### src/rtl/fv_mem_split_tracker.sv
// -----------------------------------------------------------------------------
// fv_mem_split_tracker
//
// Purpose:
//   Load/store constraint tracker for SQED-style formal runs. Each cycle it
//   samples NUM_CH load/store channels and does the following:
//     - checks every effective address against the data memory range;
//     - checks that the address lies in the half that matches the
//       original/duplicate split bit;
//     - counts original and duplicate operations (saturating counters);
//     - queues original stores in an address FIFO and retires them against
//       later duplicate stores, in order.
//   Errors are sticky until rst. qed_ready reports when the tracker is idle
//   and the original and duplicate op counts agree.
//
// Configuration macro:
//   FV_STORE_DATA_CHECK_EN - when defined, FIFO entries also hold store data,
//                            and a duplicate store must match the head data.
//                            When undefined, ld_st_data is ignored and
//                            matching uses the address only.
//
// Ports:
//   clk            clock; all state updates on the rising edge
//   rst            synchronous, active-high reset
//   ld_st_valid    [NUM_CH]        per-channel valid
//   ld_st_is_store [NUM_CH]        1 = store, 0 = load
//   ld_st_dup      [NUM_CH]        0 = original, 1 = duplicate
//   ld_st_effaddr  [NUM_CH*ADDR_W] packed effective addresses
//   ld_st_data     [NUM_CH*DATA_W] packed store data
//   addr_ok        [NUM_CH]        registered range and split pass (1 when idle)
//   orig_cnt       [CNT_W]         accepted original ops, saturating
//   dup_cnt        [CNT_W]         accepted duplicate ops, saturating
//   pend_cnt       [log2(DEPTH)+1] FIFO occupancy
//   range_err                      sticky: address out of DMEM
//   split_err                      sticky: address in the wrong half
//   order_err                      sticky: dup mismatch, underflow or overflow
//   qed_ready                      registered: IDLE and orig_cnt == dup_cnt
// -----------------------------------------------------------------------------
module fv_mem_split_tracker #(
  parameter int NUM_CH    = 2,
  parameter int ADDR_W    = 32,
  parameter int DATA_W    = 32,
  parameter int DMEM_SIZE = 1024,
  parameter int DEPTH     = 8,
  parameter int CNT_W     = 8
) (
  input  logic                       clk,
  input  logic                       rst,
  input  logic [NUM_CH-1:0]          ld_st_valid,
  input  logic [NUM_CH-1:0]          ld_st_is_store,
  input  logic [NUM_CH-1:0]          ld_st_dup,
  input  logic [NUM_CH*ADDR_W-1:0]   ld_st_effaddr,
  input  logic [NUM_CH*DATA_W-1:0]   ld_st_data,
  output logic [NUM_CH-1:0]          addr_ok,
  output logic [CNT_W-1:0]           orig_cnt,
  output logic [CNT_W-1:0]           dup_cnt,
  output logic [$clog2(DEPTH):0]     pend_cnt,
  output logic                       range_err,
  output logic                       split_err,
  output logic                       order_err,
  output logic                       qed_ready
);

  localparam int PTR_W  = $clog2(DEPTH);
  localparam int PEND_W = PTR_W + 1;

  // Address compares use one extra bit so that head + DMEM_SIZE/2 never wraps.
  localparam logic [ADDR_W:0]   LIMIT    = (ADDR_W+1)'(DMEM_SIZE);
  localparam logic [ADDR_W:0]   HALF     = (ADDR_W+1)'(DMEM_SIZE / 2);
  localparam logic [PEND_W:0]   DEPTH_X  = (PEND_W+1)'(DEPTH);
  localparam logic [PEND_W-1:0] PEND_ONE = PEND_W'(1);
  localparam logic [CNT_W:0]    CNT_ONE  = (CNT_W+1)'(1);
  localparam logic [CNT_W:0]    CNT_MAX  = {1'b0, {CNT_W{1'b1}}};

  typedef enum logic [1:0] {
    ST_IDLE = 2'd0,
    ST_PEND = 2'd1,
    ST_ERR  = 2'd2
  } state_e;

  state_e state_q, state_d;

  logic [ADDR_W-1:0] addr_mem [DEPTH];
`ifdef FV_STORE_DATA_CHECK_EN
  logic [DATA_W-1:0] data_mem [DEPTH];
`else
  logic unused_data;
  assign unused_data = ^ld_st_data;
`endif

  logic [PTR_W-1:0]  rd_ptr_q, rd_ptr_d;
  logic [PTR_W-1:0]  wr_ptr_q, wr_ptr_d;
  logic [PEND_W-1:0] pend_q, pend_d;
  logic [PEND_W-1:0] pop_n, push_n;
  logic [NUM_CH-1:0] addr_ok_q, addr_ok_d;
  logic [NUM_CH-1:0] push_en;
  logic [PTR_W-1:0]  push_idx [NUM_CH];
  logic [ADDR_W:0]   ch_addr [NUM_CH];
  logic [ADDR_W:0]   expect_addr;
  logic [PTR_W-1:0]  head_idx;
  logic              in_range, upper;
  logic [CNT_W-1:0]  orig_cnt_q, orig_cnt_d;
  logic [CNT_W-1:0]  dup_cnt_q, dup_cnt_d;
  logic [CNT_W:0]    orig_sum, dup_sum;
  logic              new_range, new_split, new_order;
  logic              range_err_q, range_err_d;
  logic              split_err_q, split_err_d;
  logic              order_err_q, order_err_d;
  logic              qed_ready_q, qed_ready_d;

  // Per-cycle next-state: address checks, FIFO pops then pushes, counters, FSM.
  always_comb begin
    addr_ok_d   = '1;
    new_range   = 1'b0;
    new_split   = 1'b0;
    new_order   = 1'b0;
    pop_n       = '0;
    push_n      = '0;
    push_en     = '0;
    head_idx    = '0;
    expect_addr = '0;
    in_range    = 1'b0;
    upper       = 1'b0;
    orig_sum    = {1'b0, orig_cnt_q};
    dup_sum     = {1'b0, dup_cnt_q};

    // Range / split checks and op counting.
    for (int i = 0; i < NUM_CH; i++) begin
      push_idx[i] = '0;
      ch_addr[i]  = {1'b0, ld_st_effaddr[i*ADDR_W +: ADDR_W]};
      in_range    = ch_addr[i] < LIMIT;
      upper       = ch_addr[i] >= HALF;
      if (ld_st_valid[i]) begin
        addr_ok_d[i] = in_range & (ld_st_dup[i] ? upper : ~upper);
        // An out-of-range address is reported as a range error only; it does
        // not belong to either half.
        if (!in_range) begin
          new_range = 1'b1;
        end else if (ld_st_dup[i] != upper) begin
          new_split = 1'b1;
        end else begin
          new_split = new_split;
        end
        if (ld_st_dup[i]) begin
          dup_sum = dup_sum + CNT_ONE;
        end else begin
          orig_sum = orig_sum + CNT_ONE;
        end
      end else begin
        addr_ok_d[i] = 1'b1;
      end
    end

    // Duplicate stores retire FIFO entries present at the start of the cycle.
    for (int i = 0; i < NUM_CH; i++) begin
      if (ld_st_valid[i] && ld_st_is_store[i] && ld_st_dup[i]) begin
        if (pop_n == pend_q) begin
          new_order = 1'b1;
        end else begin
          head_idx    = rd_ptr_q + pop_n[PTR_W-1:0];
          expect_addr = {1'b0, addr_mem[head_idx]} + HALF;
          if (ch_addr[i] != expect_addr) begin
            new_order = 1'b1;
          end else begin
            new_order = new_order;
          end
`ifdef FV_STORE_DATA_CHECK_EN
          if (ld_st_data[i*DATA_W +: DATA_W] != data_mem[head_idx]) begin
            new_order = 1'b1;
          end else begin
            new_order = new_order;
          end
`endif
          pop_n = pop_n + PEND_ONE;
        end
      end else begin
        pop_n = pop_n;
      end
    end

    // Original stores append; slots freed by this cycle's pops are reusable
    // because the popped entries were already read above.
    for (int i = 0; i < NUM_CH; i++) begin
      if (ld_st_valid[i] && ld_st_is_store[i] && !ld_st_dup[i]) begin
        if (({1'b0, pend_q} + {1'b0, push_n}) < (DEPTH_X + {1'b0, pop_n})) begin
          push_en[i]  = 1'b1;
          push_idx[i] = wr_ptr_q + push_n[PTR_W-1:0];
          push_n      = push_n + PEND_ONE;
        end else begin
          new_order = 1'b1;
        end
      end else begin
        push_n = push_n;
      end
    end

    rd_ptr_d    = rd_ptr_q + pop_n[PTR_W-1:0];
    wr_ptr_d    = wr_ptr_q + push_n[PTR_W-1:0];
    pend_d      = pend_q + push_n - pop_n;
    orig_cnt_d  = (orig_sum > CNT_MAX) ? CNT_MAX[CNT_W-1:0] : orig_sum[CNT_W-1:0];
    dup_cnt_d   = (dup_sum > CNT_MAX) ? CNT_MAX[CNT_W-1:0] : dup_sum[CNT_W-1:0];
    range_err_d = range_err_q | new_range;
    split_err_d = split_err_q | new_split;
    order_err_d = order_err_q | new_order;

    if (range_err_d || split_err_d || order_err_d) begin
      state_d = ST_ERR;
    end else begin
      case (state_q)
        ST_IDLE, ST_PEND: state_d = (pend_d == '0) ? ST_IDLE : ST_PEND;
        ST_ERR:           state_d = ST_ERR;
        default:          state_d = ST_ERR;
      endcase
    end

    qed_ready_d = (state_d == ST_IDLE) && (orig_cnt_d == dup_cnt_d);
  end

  // Control state, counters, pointers and registered outputs.
  always_ff @(posedge clk) begin
    if (rst) begin
      state_q     <= ST_IDLE;
      rd_ptr_q    <= '0;
      wr_ptr_q    <= '0;
      pend_q      <= '0;
      addr_ok_q   <= '0;
      orig_cnt_q  <= '0;
      dup_cnt_q   <= '0;
      range_err_q <= 1'b0;
      split_err_q <= 1'b0;
      order_err_q <= 1'b0;
      qed_ready_q <= 1'b1;
    end else begin
      state_q     <= state_d;
      rd_ptr_q    <= rd_ptr_d;
      wr_ptr_q    <= wr_ptr_d;
      pend_q      <= pend_d;
      addr_ok_q   <= addr_ok_d;
      orig_cnt_q  <= orig_cnt_d;
      dup_cnt_q   <= dup_cnt_d;
      range_err_q <= range_err_d;
      split_err_q <= split_err_d;
      order_err_q <= order_err_d;
      qed_ready_q <= qed_ready_d;
    end
  end

  // FIFO storage; contents are only meaningful between rd and wr pointers.
  always_ff @(posedge clk) begin
    for (int i = 0; i < NUM_CH; i++) begin
      if (!rst && push_en[i]) begin
        addr_mem[push_idx[i]] <= ld_st_effaddr[i*ADDR_W +: ADDR_W];
`ifdef FV_STORE_DATA_CHECK_EN
        data_mem[push_idx[i]] <= ld_st_data[i*DATA_W +: DATA_W];
`endif
      end
    end
  end

  assign addr_ok   = addr_ok_q;
  assign orig_cnt  = orig_cnt_q;
  assign dup_cnt   = dup_cnt_q;
  assign pend_cnt  = pend_q;
  assign range_err = range_err_q;
  assign split_err = split_err_q;
  assign order_err = order_err_q;
  assign qed_ready = qed_ready_q;

endmodule

### config.mk
export PLATFORM = sky130hd
export DESIGN_NAME = fv_mem_split_tracker
export DESIGN_NICKNAME = d
export VERILOG_FILES = /design/src/rtl/fv_mem_split_tracker.sv
export SDC_FILE = /design/constraint.sdc
export NUM_CORES = 1
export LEC_CHECK = 0
export CAP_MARGIN = 10
export CORE_UTILIZATION = 50
export CTS_CLUSTER_SIZE = 40
export DETAILED_ROUTE_END_ITERATION = 12
export PLACE_DENSITY_LB_ADDON = 0.12
export SLEW_MARGIN = 20
export SYNTH_ARGS = -nofsm -noshare
export SYNTH_HDL_FRONTEND = slang
export SYNTH_SLANG_ARGS = --single-unit
### constraint.sdc
create_clock -name clk -period 8.8 [get_ports clk]
set_input_delay 1.76 -clock clk [delete_from_list [all_inputs] [get_ports clk]]
set_output_delay 1.76 -clock clk [all_outputs]
set_load 0.005 [all_outputs]
Word level (Yosys, flattened, before mapping). Memories as Yosys holds them, arrays and structs flattened. A register that Yosys moved wholly into a read port is not among the register bits. Cells that the tools add are included.

$add $sub $neg: 16. $lt $le $gt $ge: 8. Equality and inequality tests: 7. Multiplexer cells: 58. Bitwise gates (word level): 7. Reduce and logical (&&, ||, !) cells: 19.

Operators by type and width (number): two-way mux 9 bit (8); adder 32 x 10 -> 33 bit, second input constant (2); inequality test 32 x 33 -> 1 bit (2); >= comparator 32 x 10 -> 1 bit, second input constant (2); less-than comparator 32 x 11 -> 1 bit, second input constant (2); two-way mux 1 bit (35); two-way mux 4 bit (6); adder 8 x 1 -> 9 bit, second input constant (2); adder 9 x 1 -> 9 bit, second input constant (2); > comparator 9 x 8 -> 1 bit, second input constant (2); two-way mux 8 bit (2); two-way mux 3 bit (5); adder 3 bit (4); logical AND 1 bit (9); adder 4 x 1 -> 4 bit, second input constant (2); equality test 8 bit (1); logical NOT 4 bit (2); adder 4 x 4 -> 5 bit (1); adder 4 x 4 -> 5 bit, first input constant (1); less-than comparator 4 x 5 -> 1 bit (1); less-than comparator 5 bit (1); adder 4 bit (1); equality test 4 bit (1); logical NOT 2 bit (2); 10 further kinds (19).

Bits in registers: 34. Bits in writable memories: 256. Bits of input ports: 136. Output and inout port bits: 26. Logic and storage cells: 127. Memories: 1.

Memories: addr_mem (words 8, width 32, rd ports 2, clocked after memory_dff 1, write ports 2, line 83) `logic [ADDR_W-1:0] addr_mem [DEPTH];`.

Depth between registers and ports, before layout. Gate-level depths: netlist (run 1).

Word-level depth: 22. Mapped depth: 30.

Least setup slack after synthesis (run 1). Ideal clock, no wire load.

Path kind: input port to flip-flop. From: input ld_st_valid[0]. To: memory addr_mem[7][0], enable pin. Setup time: 466 ps. Arrival: 6654 ps. Setup slack: 1680 ps. Stages on the path: 22. Path through: nand3_1 -> nand2_1 -> nand3b_1 -> ha_1 -> nand2_1 -> ha_1 -> o21a_1 -> o31ai_1 -> nor2b_1 -> ha_1 -> ha_1 -> ha_1 -> nor2_1 -> o21ai_0 -> a222oi_1 -> o21a_1 -> nor3b_1 -> and2_1 -> clkbuf_1 -> nand3_1 -> clkbuf_1 -> o21ai_0.

RTL lines: start: declaration (line 49) `input logic [NUM_CH-1:0] ld_st_valid,`; end: declaration (line 83).

Worst setup path after layout (run 1).
From: input ld_st_dup[0]. To: register qed_ready_q (netlist: qed_ready).

Cells in the longest elaborated chain, start to end: 21. Elaborated cells between the ends (all ways): 63. Those cells by class: add/sub (10); order compare (4); eq/ne (4); mux (34); bitwise (2); reduce/logical (8); memory (1).

RTL lines: start: declaration (line 51) `input logic [NUM_CH-1:0] ld_st_dup,`; logical AND 1 bit (line 156) `if (ld_st_valid[i] && ld_st_is_store[i] && ld_st_dup[i]) begin`; two-way mux 4 bit (line 156); adder 4 x 1 -> 4 bit or equality test 4 bit (tied branches) (line 174, 157); two-way mux 4 bit (line 157) `if (pop_n == pend_q) begin`; two-way mux 4 bit (line 156); adder 4 x 4 -> 5 bit (line 185) `if (({1'b0, pend_q} + {1'b0, push_n}) < (DEPTH_X + {1'b0, pop_n})) begin`; less-than comparator 4 x 5 -> 1 bit (line 185); two-way mux 1 bit (line 185); (+6 left out); subtractor 4 bit * (line 199) `pend_d = pend_q + push_n - pop_n;`; via pend_d[1] (line 93) `logic [PEND_W-1:0] pend_q, pend_d;`; logical NOT 4 bit * (line 210) `ST_IDLE, ST_PEND: state_d = (pend_d == '0) ? ST_IDLE : ST_PEND;`; two-way mux 1 bit * (line 210); two-way mux 2 bit * (line 209) `case (state_q)`; two-way mux 2 bit * (line 206) `if (range_err_d || split_err_d || order_err_d) begin`; logical NOT 2 bit * (line 216) `qed_ready_d = (state_d == ST_IDLE) && (orig_cnt_d == dup_cnt_d);`; logical AND 1 bit * (line 216); end signal: assignment (line 244) `qed_ready_q <= qed_ready_d;`; end: declaration (line 109) `logic qed_ready_q, qed_ready_d;`.

Mark *: on every way through the listed nets, which the timed path passes. The rest lies on a longest branch. A chain may end at the register's enable or synchronous reset.

==> metrics.md, run 1 <==
| Metric | Value |
|---|---|
| Worst Clk Skew | 0.0232 ns |
| Crit path kind | in -> reg |
| First-pass GRT wire length | 88.6 mm |
| Critical path arrival | 8.29 ns |
| GRT Util Overall | 29.5% |
| Asr flop ratio synth | 0% |
| Clock network power share | 33.6% |
| Switching fraction of total power | 30.9% |
| Fin crit period | 7.81 ns |
| TNS Setup | 0 ns |
| Yosys cell types | 85 |
| Total CTS buffers | 35 |
| Worst min-delay path class | reg -> reg |
| CP Max Fanout | 11 |
| Clock latency on the worst-skew pair | 0.56 ns |
| H-tree levels | 2 |
| NetSw | 0.00134 W |
| Slowest stage cell, crit path | clkdlybuf4s50_1 |
| Max Cap Violations | 0 |
| Most frequent CP cell | ha_1 |
| Design area | 0.0223 mm^2 |
| Die Ht | 201 um |
| Die area | 0.0403 mm^2 |
| Worst-path clk slew | 0.05 ns |
| DR iter-0 viols | 1,290 |
| CP required | 9.29 ns |
| Post-DP HPWL | 37.6 mm |
| PwrDens | 195 mW/mm^2 |
| Post-cts resize count | 0 |
| Net count, final | 1,757 |
| Initial Util | 50.9% |
| DRT Pass-1 Iters | 5 |
| Cell-internal power | 0.00300 W |
| RSZ-0062 raised after global routing | no |
| FF+latch count, synth | 289 |
| Placed Instances | 2,075 |
| Rows | 72 |
| Seq pwr share | 36.6% |
| Hold-fix buffers, CTS | 0 |
| Final hold viol count | 0 |
| DP Area | 0.0211 mm^2 |
| Non-Filler Instances | 2,138 |
| Yosys top cell area share | 38.9% |
| Synth Cell Area | 0.0198 mm^2 |
| Core Area | 0.0388 mm^2 |
| Area leader, netlist | edfxtp_1 |
| Synthesized area per cell | 12.6 um^2 |
| Synth cell count leaders | mux2_2 (268), edfxtp_1 (256), mux4_2 (110) |
| Largest net degree at the start of global routing | 61 |
| Setup crit start kind | input port |
| Slew headroom | 23.2% |
| Grt total ovfl | 0 |
| Area growth syn-to-layout | 12.7% |
| Final Total Pwr | 0.00434 W |
| CP endpoint kind | register |
| Post-CTS Setup Repair Bufs | 0 |
| Syn nets | 1,728 |
| Worst IR Drop VDD | 0.134 mV |
| Layout cells sized above 1 | 31.0% |
| Drt drc | 0 |
| Final Cycle Share | 88.7% |
| Routability cong. | 0.937 |
| Synth warn | 0 |
| Via Count | 14,000 |
| Pleak | 7.19 nW |
| Tightest Pin Transition | 1.15 ns |
| Area contributors post-synth | edfxtp_1 (39%), mux2_2 (15%), mux4_2 (13%), dfxtp_1 (3.3%), mux2i_1 (3.3%) |
| CTS tree | done |
| Vias/cell | 6.52 |
| CTS Root Cell | clkbuf_16 |
| Final wirelength | 58.8 mm |
| Number of I/O pins | 162 |
| Routed Antenna Nets | 0 |
| Logic pwr share | 29.9% |
| Count leader, synth | mux2_2 |
| Die X | 201 um |
| Ys flop type | edfxtp_1 |
| Register area share after synthesis | 42.3% |
| IO Port Bufs | 97 |
| Fmax | 0.128 GHz |
| Initial antenna violation count | 1 |
| Number of global-route vias before repair | 13,900 |
| CTS max path bufs | 3 |
| CP max stage delay | 0.46 ns |
| Synth Instances | 1,565 |
| Fin. max-slew vios | 0 |
| Status | finished clean |
| Setup violations, final | 0 |
| Clock sinks | 289 |
| WL/cell | 27.5 um |
| Diode count | 0 |
| Post-synth EDFFs | 256 |
| Final design utilization | 57.3% |
[metal layers]
metal / wire (um) / global-route usage [%]
met1: 25200 / 41.6
met2: 28000 / 47.4
met3: 4230 / 4.27
met4: 1370 / 8.97
met5: 10 / 0
[layout by cell type, fill, tap and decap left out, types with 11 or more instances in the layout]
master / n
clkdlybuf4s50_1: 97
edfxtp_1: 256
inv_1: 27
xor2_1: 41
nor2b_1: 11
nand4_1: 12
a21oi_1: 24
nor4_1: 20
o21ai_0: 36
xnor2_1: 68
nand3_1: 38
nor3_1: 31
a31oi_1: 11
mux4_2: 110
nor2_1: 54
buf_4: 34
and2_1: 12
nor3b_1: 12
dfxtp_1: 31
mux2_2: 268
ha_1: 23
mux2i_1: 65
clkbuf_16: 37
nand2_1: 90
[path summary, 6_finish.rpt]
path	startpoint	cells past startpoint	slack [ns]	endpoint
max	ld_st_dup[0]	29	0.99	qed_ready
min reg2reg	split_err	2	0.54	split_err
max reg2reg	pend_cnt[2]	28	1.83	qed_ready
min	split_err	2	0.54	split_err
[cell families after synthesis]
group	count (synthesis)	synth area share, %
and+or+nand+nor	359	9.56
DFF	289	42.3
xor gates and xnor gates	112	5.13
AOI/OAI and AO/OA	160	5.45
muxes	449	31.8
buffers and inverters	169	3.98
adders and majority gates	27	1.79
[layout make-up]
cell class | instances | area, um^2
Tap cell | 518 | 648
Inverter | 28 | 105
Timing Repair Buffer | 133 | 1270
Clock inverter | 20 | 170
Multi-Input combinational cell | 1107 | 10700
Clock buffer | 43 | 948
Sequential cell | 289 | 8360
Fill cell | 3210 | 16600
[power groups by stage]
| stage | combinational (W) | clock [W] | sequential, W |
|---|---|---|---|
| 3_3_place_gp | 0.00127 | 0 | 0.00161 |
| 6_report | 0.00130 | 0.00146 | 0.00159 |
| 2_1_floorplan | 0.000988 | 0 | 0.00158 |
| 4_1_cts | 0.00129 | 0.00148 | 0.00159 |
| 3_5_place_dp | 0.00129 | 0 | 0.00161 |
| 5_1_grt | 0.00140 | 0.00152 | 0.00159 |
[flip-flops by register name (all words and copies together) (netlist names)]
signal,flops
split_err,1
range_err,1
addr_ok,2
wr_ptr_q,3
order_err,1
rd_ptr_q,3
dup_cnt,8
addr_mem,256
qed_ready,1
orig_cnt,8
pend_cnt,4
state_q,1
[critical path, delay by kind of cell]
kind | cells | cell delay, ns
AO/OA/AOI/OAI | 6 | 1.22
adder cells (fa/ha/maj) | 9 | 2.31
buffers and inverters | 4 | 0.75
multiplexers | 1 | 0.27
AND/OR/NAND/NOR | 9 | 1.99
[through the flow]
step / setup WS [ns] / hold slack [ns]
after floorplan: 1.68 / 0.484
after global placement: 0.565 / 0.512
after detailed placement: 0.418 / 0.522
after CTS: 0.991 / 0.542
after global routing: 0.382 / 0.576
final: 0.992 / 0.542
No activity file was read; power rests on OpenSTA's default activity.
==> run 2, diff against run 1 <==
- REMOVE_ABC_BUFFERS: default -> 1
==> run 2 against run 1 <==
Net effect:
- first-iteration DRC count up 11%
- final cell count about the same
- flip-flop and latch count unchanged
- combinational power about the same
- critical path type unchanged
- total power up 0.78%
- sequential share of layout area down 0.13 points
- critical path depth down 2
- clock skew down 0.012 ns
- largest power group unchanged
- global-route usage down 0.25 points
- sequential power about the same
- die area unchanged
- worst setup slack better by 0.035 ns
==> metrics.md, run 2 (synthesized netlist as in run 1, its figures left out) <==
| Metric | Value |
|---|---|
| CP required | 9.30 ns |
| Crit path to | qed_ready |
| Critical path arrival | 8.27 ns |
| CTS Root Cell | clkbuf_16 |
| Number of I/O pins | 162 |
| Clock sinks | 289 |
| Commonest non-fill, non-tap cell in the layout | mux2_2 |
| CTS max path bufs | 3 |
| Status | finished clean |
| Routed Antenna Nets | 0 |
| Vias/cell | 6.50 |
| Via Count | 13,900 |
| Final design utilization | 57.5% |
| Fmax | 0.129 GHz |
| Hold-fix buffers, CTS | 0 |
| WL/cell | 27.2 um |
| Post-CTS Setup Repair Bufs | 0 |
| IO Port Bufs | 97 |
| WHS | 0.541 ns |
| Reg-to-reg slack, setup | 1.97 ns |
| Fin crit period | 7.77 ns |
| RSZ-0062 raised after global routing | no |
| Post-cts resize count | 0 |
| Setup crit start kind | input port |
| Grt total ovfl | 0 |
| Die Ht | 201 um |
| Rows | 72 |
| Worst Clk Skew | 0.0113 ns |
| Crit path kind | in -> reg |
| Worst-path clk slew | 0.06 ns |
| Worst IR Drop VDD | 0.122 mV |
| Initial antenna violation count | 1 |
| PwrDens | 196 mW/mm^2 |
| Clock latency on the worst-skew pair | 0.55 ns |
| Post-DP HPWL | 37.0 mm |
| Drt drc | 0 |
| CP endpoint kind | register |
| Net count, final | 1,758 |
| Final Cycle Share | 88.3% |
| Die area | 0.0403 mm^2 |
| Total CTS buffers | 37 |
| CTS tree | done |
| R2R depth | 28 |
| Slew headroom | 31.4% |
| DRT Pass-1 Iters | 5 |
| Final Total Pwr | 0.00437 W |
| GRT Util Overall | 29.3% |
| Area growth syn-to-layout | 13.0% |
| Worst setup path start | ld_st_is_store[0] |
| Max reg flops | 256 |
| DR iter-0 viols | 1,429 |
| Number of global-route vias before repair | 13,900 |
| Die X | 201 um |
| Max Cap Violations | 0 |
| Setup violations, final | 0 |
| Initial Util | 50.9% |
| Final wirelength | 58.2 mm |
| Pleak | 7.23 nW |
| Core Area | 0.0388 mm^2 |
| Layout cells sized above 1 | 31.2% |
| Commonest cells after routing, fill and taps aside | mux2_2 (268), edfxtp_1 (256), mux4_2 (110), clkdlybuf4s50_1 (97), nand2_1 (90) |
| Fin. max-slew vios | 0 |
| Largest net degree at the start of global routing | 60 |
| Final hold viol count | 0 |
| First-pass GRT wire length | 88.2 mm |
| Placed Instances | 2,073 |
| RR Endpoint | qed_ready |
| Reg2reg start | pend_cnt[2] |
| CP Max Fanout | 6 |
| Non-Filler Instances | 2,140 |
| Tightest Pin Transition | 1.03 ns |
| Worst min-delay path class | reg -> reg |
| H-tree levels | 2 |
| Routability cong. | 0.972 |
## run 2: metrics by stage
| stage | setup TNS (ns) | area, um^2 | setup slack [ns] |
|---|---|---|---|
| 3_5_place_dp | 0 | 21100 | 0.494 |
| 5_1_grt | 0 | 22300 | 0.580 |
| 3_3_place_gp | 0 | 21100 | 0.658 |
| 2_1_floorplan | -0.248 | 19100 | -0.193 |
| 6_report | 0 | 22300 | 1.03 |
| 4_1_cts | 0 | 22300 | 1.04 |
## run 2: layout make-up
type | instances | area, um^2
diodes | 1 | 2.50
repair buffers | 132 | 1300
multi-input cells | 1107 | 10800
inverters | 28 | 105
clock buffers | 45 | 998
flip-flops and latches | 289 | 8360
clock inverters | 20 | 151
well taps | 518 | 648
fillers | 3159 | 16500
## run 2: routing by layer
metal | part of all wire, % | global-route usage, %
met4 | 2.7 | 9.21
met3 | 6.2 | 4.55
met1 | 42 | 38.8
met5 | 0 | 0
met2 | 50 | 49.4
## run 2: critical path, cell delays in order
cell,delay (ns)
clkdlybuf4s50_1,0.51
nand3_1,0.28
nor2_1,0.30
ha_1,0.19
nand2_1,0.11
ha_1,0.36
o21a_1,0.13
o31ai_1,0.25
nor2b_1,0.44
ha_1,0.26
ha_1,0.24
ha_1,0.21
nor2_1,0.09
o21ai_0,0.08
a222oi_1,0.37
o21a_1,0.23
ha_1,0.24
mux2_2,0.28
inv_1,0.06
ha_1,0.21
inv_1,0.06
ha_1,0.17
fa_1,0.44
nor4_1,0.39
nand3_1,0.12
nor4b_1,0.28
a31o_1,0.19
## run 2: power breakdown
| group | leakage, nW | internal [W] | switching (W) | total, W |
|---|---|---|---|---|
| Sequential | 2.58 | 0.00153 | 0.0000582 | 0.00159 |
| Combinational | 4.08 | 0.000615 | 0.000680 | 0.00130 |
| Clock | 0.573 | 0.000866 | 0.000620 | 0.00149 |
## run 2: how the worst min path moves through the flow
stage | startpoint | end | slack (ns) | cells after the start
after CTS | split_err | split_err | 0.56 | 2
after global placement | split_err | split_err | 0.53 | 2
after floorplan | split_err | split_err | 0.48 | 2
after global routing | split_err | split_err | 0.58 | 2
final | split_err | split_err | 0.54 | 2
after detailed placement | split_err | split_err | 0.54 | 2
